**config.mk**
```make
export PLATFORM = sky130hd
export DESIGN_NAME = pc_status_unit
export DESIGN_NICKNAME = d
export VERILOG_FILES = /design/src/rtl/pc_status_unit.sv
export SDC_FILE = /design/constraint.sdc
export NUM_CORES = 1
export LEC_CHECK = 0
export ABC_CLOCK_PERIOD_IN_PS = 4550
export CORE_MARGIN = 8
export CORE_UTILIZATION = 46
export DETAILED_ROUTE_END_ITERATION = 7
export HOLD_SLACK_MARGIN = 0.02
export PLACE_DENSITY = 0.78
export SLEW_MARGIN = 10
export SYNTH_ARGS = -nofsm -noshare
export SYNTH_HDL_FRONTEND = slang
export SYNTH_SLANG_ARGS = --single-unit
export TNS_END_PERCENT = 20
```
**constraint.sdc**
```tcl
create_clock -name clock -period 4.55 [get_ports clock]
set_clock_uncertainty 0.05 [all_clocks]
set_input_delay 0.455 -clock clock [delete_from_list [all_inputs] [get_ports clock]]
set_output_delay 0.455 -clock clock [all_outputs]
set_load 0.02 [all_outputs]
```
**src/rtl/pc_status_unit.sv**
```systemverilog
// pc_status_unit: execution-side owner of PC, the VCZN status flags and the
// 2-bit instruction state; also drives PC+4 for BL and counts branches.
module pc_status_unit #(
    parameter int unsigned     PC_WIDTH  = 64,
    parameter logic [PC_WIDTH-1:0] RESET_PC = '0,
    parameter int unsigned     CNT_WIDTH = 16
) (
    input  logic                 clock,
    input  logic                 reset,
    input  logic                 stall,
    input  logic [1:0]           Psel,
    input  logic                 PCsel,
    input  logic                 EN_PC,
    input  logic                 SL,
    input  logic [3:0]           alu_flags,
    input  logic [PC_WIDTH-1:0]  K,
    input  logic [PC_WIDTH-1:0]  bus_in,
    input  logic [1:0]           nextState,
    output logic [PC_WIDTH-1:0]  pc,
    output logic [3:0]           status,
    output logic [1:0]           state,
    output logic [PC_WIDTH-1:0]  bus_out,
    output logic                 bus_out_en,
    output logic [CNT_WIDTH-1:0] branch_cnt,
    output logic                 align_fault
);

    logic [PC_WIDTH-1:0] pc_plus4;
    logic [PC_WIDTH-1:0] in_sel;
    logic [PC_WIDTH-1:0] pc_cand;
    logic [PC_WIDTH-1:0] pc_next;
    logic                misaligned;

    assign pc_plus4 = pc + PC_WIDTH'(4);
    assign in_sel   = PCsel ? K : bus_in;

    // Candidate next PC from Psel; misaligned targets are truncated to a word boundary
    always_comb begin
        pc_cand = pc;
        unique case (Psel)
            2'b00: pc_cand = pc;
            2'b01: pc_cand = pc_plus4;
            2'b10: pc_cand = in_sel;
            2'b11: pc_cand = pc_plus4 + (in_sel << 2);
        endcase
        misaligned = (Psel != 2'b00) && (pc_cand[1:0] != 2'b00);
        pc_next    = {pc_cand[PC_WIDTH-1:2], 2'b00};
    end

    // Return address for BL; reflects the current (pre-update) PC
    always_comb begin
        bus_out_en = EN_PC;
        bus_out    = EN_PC ? pc_plus4 : '0;
    end

    // Architectural state update; stall freezes everything, reset overrides asynchronously
    always_ff @(posedge clock or negedge reset) begin
        if (!reset) begin
            pc          <= RESET_PC;
            status      <= '0;
            state       <= '0;
            branch_cnt  <= '0;
            align_fault <= 1'b0;
        end else if (!stall) begin
            pc    <= pc_next;
            state <= nextState;
            if (SL)
                status <= alu_flags;
            if (misaligned)
                align_fault <= 1'b1;
            if (Psel[1] && (branch_cnt != '1))
                branch_cnt <= branch_cnt + CNT_WIDTH'(1);
        end
    end

endmodule
```
==> impl_metrics.py <==
metrics = {
    "synthesis": {
        "ys_seq_elements": 85,
        "synthCells": 1433,
        "synth_area_um2": 10900,
        "yosysTopAreaCell": "dfrtp_1",
        "yosysWarnings": 0,
        "ys_async_sr_fraction_pct": 100,
        "synth.distinct_cells": 79,
        "yosysSeqAreaShare_pct": 19.5,
        "synth_top_area_share_pct": 19.5,
        "synthTopCellsByArea": "dfrtp_1, ha_1, mux2_2",
        "synth_edf_count": 0,
        "ys_dominant_reg_cell": "dfrtp_1",
        "syn_avg_cell_area_um2": 7.60,
    },
    "final_layout": {
        "synthToLayoutAreaGrowth_pct": 50.1,
        "finalNonFillerCells": 2253,
        "drive_gt1_share_pct": 20.9,
        "finalNetCount": 2150,
        "layout_commonest_cell": "clkdlybuf4s50_1",
        "mostFrequentLayoutCells": "clkdlybuf4s50_1, buf_4, nand2_1",
        "n_antenna_cell": 0,
    },
    "detailed_routing": {
        "routed_wl_um": 51700,
        "vias": 13600,
        "drc": 0,
        "viasPerCell": 6.03,
        "ant_nets": 0,
        "wl_per_cell_um": 23.0,
        "dr.pass1.iters": 7,
        "drt_iter0_drc": 1714,
    },
    "placement": {
        "dp_cells": 2228,
        "place_hpwl_um": 41200,
        "io_buffers": 289,
        "place_congestion": 1.02,
    },
    "clock_network": {
        "clockRootBuffer": "clkbuf_16",
        "cts_tree": "built",
        "cts_buffers": 9,
        "ctsHtreeMaxLevel": 3,
        "insertion_delay_ns": 0.37,
        "clockBufferDepth": 2,
        "cts_sinks": 85,
        "postCtsHoldBufs": 0,
        "clk_pin_slew_ns": 0.07,
    },
    "setup_path": {
        "crit_required_ns": 4.75,
        "critPathSlowestCell": "a32oi_1",
        "cp_max_fo": 7,
        "crit_path_end_kind": "flip-flop",
        "critPathMostFrequentCell": "buf_4",
        "path_class": "flip-flop to flip-flop",
        "cpPeakStageDelay_ns": 0.42,
        "worstPathArrival_ns": 4.64,
        "path_cells": "buf_4 -> nand4_1 -> nor3_4 -> buf_4 -> buf_4 -> xor2_1 -> ha_1 -> buf_4 -> and3_1 -> nor2b_1 -> a32oi_1 -> a21oi_1 -> o31a_1 -> nor2_1 -> buf_4 -> xor2_1 -> nor2_1 -> o32a_1",
        "setup.worst_path.start_class": "flip-flop",
    },
    "grt": {
        "grt_use_total_pct": 34.8,
        "antenna_found_initial": 0,
        "grt_max_degree": 64,
        "grt-ovfl-total": 0,
        "grt_pass1_vias": 13600,
        "grt_pass1_wl_um": 78600,
    },
    "sta": {
        "hold_viol": 0,
        "final_min_period_over_clock_period_pct": 97.6,
        "maxSlewViolCount": 0,
        "finalSetupViolCount": 0,
        "hold-worst-slack_ns": 0.0957,
        "max_slew_margin_pct": 11.4,
        "max_freq_mhz": 225,
        "period_needed_ns": 4.44,
        "worst_pin_slew_ns": 1.33,
    },
    "power": {
        "p_total_uw": 8270,
        "p_per_area_nw_per_um2": 506,
        "power_frac_seq_pct": 15.1,
        "p_leak_uw": 0.00703,
        "ir_worst_vdd_uv": 308,
        "power.share.combinational_pct": 75.0,
        "netSwitchingFraction_pct": 48.5,
        "clkPwrFrac_pct": 9.9,
        "power_switching_uw": 4010,
        "internal-power_uw": 4260,
    },
    "floorplanning": {
        "ios": 294,
        "die_area_um2": 28900,
        "core_um2": 23300,
        "start_util_pct": 46.7,
        "rows": 56,
        "fp.dieW_um": 170,
        "die_h_um": 170,
    },
    "run_status": {
        "status": "finished, final reports clean",
    },
    "min_path": {
        "hold_class": "primary input to asynchronous set/reset pin",
    },
    "flow_run": {
        "drv_cap": 0,
    },
}
-- cell usage after synthesis (10+ instances only) --
library cell / number
and4_1: 10
and3_1: 22
o21bai_1: 11
o21ai_0: 88
xor2_1: 61
o22ai_1: 13
a22oi_1: 20
nor2_1: 123
a21o_1: 26
ha_1: 78
a31oi_1: 12
nand4_1: 40
a21oi_1: 121
nor2b_1: 35
nor3_1: 20
dfrtp_1: 85
clkbuf_1: 60
mux2i_1: 12
a221oi_1: 15
mux2_2: 68
inv_1: 50
o211ai_1: 10
and2_1: 47
nand2_1: 156
nand3_1: 42
xnor2_1: 62
-- power groups by stage --
| stage | clock network, uW | logic (uW) | registers (uW) |
|---|---|---|---|
| finish | 818 | 6200 | 1250 |
| global route | 847 | 6610 | 1280 |
| CTS | 827 | 6000 | 1240 |
| detailed placement | 0 | 5930 | 1250 |
| global placement | 0 | 5900 | 1240 |
| floorplan | 0 | 2900 | 1530 |
-- registers in the layout, summed over array words and instances (netlist names) --
| register | flops |
|---|---|
| branch_cnt | 16 |
| align_fault | 1 |
| state | 2 |
| status | 4 |
| pc | 62 |
-- final timing paths --
| kind | depth (start not counted) | slack, ns | to | start |
|---|---|---|---|---|
| min reg2reg | 1 | 0.42 | align_fault | align_fault |
| min | 1 | 0.1 | status[3] | reset |
| max in group asynchronous | 2 | 3.35 | pc[9] | reset |
| min in group clock | 1 | 0.42 | align_fault | align_fault |
| max | 18 | 0.11 | pc[31] | pc[2] |
| max reg2reg | 18 | 0.11 | pc[31] | pc[2] |
-- cells by family after synthesis --
family | Yosys count | share of synthesized area [%]
other | 1 | 0.0344
AND/OR/NAND/NOR | 534 | 24.7
flip-flops | 85 | 19.5
XOR/XNOR | 123 | 9.89
multiplexers | 80 | 8.14
adder cells (fa/ha/maj) | 79 | 9.15
buffers and inverters | 124 | 4.48
AO/OA/AOI/OAI | 407 | 24.1
-- critical path, delay by kind of cell (launching register included) --
| kind | cells | cell delay, ns |
|---|---|---|
| compound gates | 4 | 1.37 |
| simple gates | 6 | 1.07 |
| buf+inv | 5 | 0.76 |
| xor+xnor | 2 | 0.42 |
| flops | 1 | 0.35 |
| fa+ha+maj | 1 | 0.30 |
-- per-stage QoR --
step | setup TNS, ns | area, um^2 | setup WS, ns | utilization, %
2_1_floorplan | 0 | 10900 | 0.105 | -
3_3_place_gp | -0.133 | 15800 | -0.133 | 67.8
3_5_place_dp | -0.207 | 15800 | -0.207 | 67.8
4_1_cts | -0.00950 | 16100 | -0.00950 | 69.2
5_1_grt | -0.184 | 16300 | -0.0576 | 70.1
6_report | 0 | 16300 | 0.108 | 70.1
-- layout make-up --
cell class,instances,area [um^2]
Multi-Input combinational cell,1227,8450
Inverter,51,191
Tap cell,319,399
Fill cell,1955,6990
Clock buffer,9,225
Timing Repair Buffer,555,4870
Clock inverter,7,80.1
Sequential cell,85,2130
-- repair_timing --
action,CTS,global route
setup buffers,0,9
pin swaps,0,14
cloned,0,0
gates resized for setup,4,32
setup endpoints to repair,2,26
-- layer usage --
| metal | GRT usage [%] | up-vias | part of all wire (%) |
|---|---|---|---|
| met5 | 0 | - | 0 |
| met4 | 14.7 | 0 | 4.2 |
| met3 | 7.92 | 157 | 10 |
| met2 | 57.6 | 817 | 45 |
| met1 | 42.8 | 6407 | 40 |
| li1 | - | 6197 | - |
Note: power is estimated with default switching activity, not from simulation.
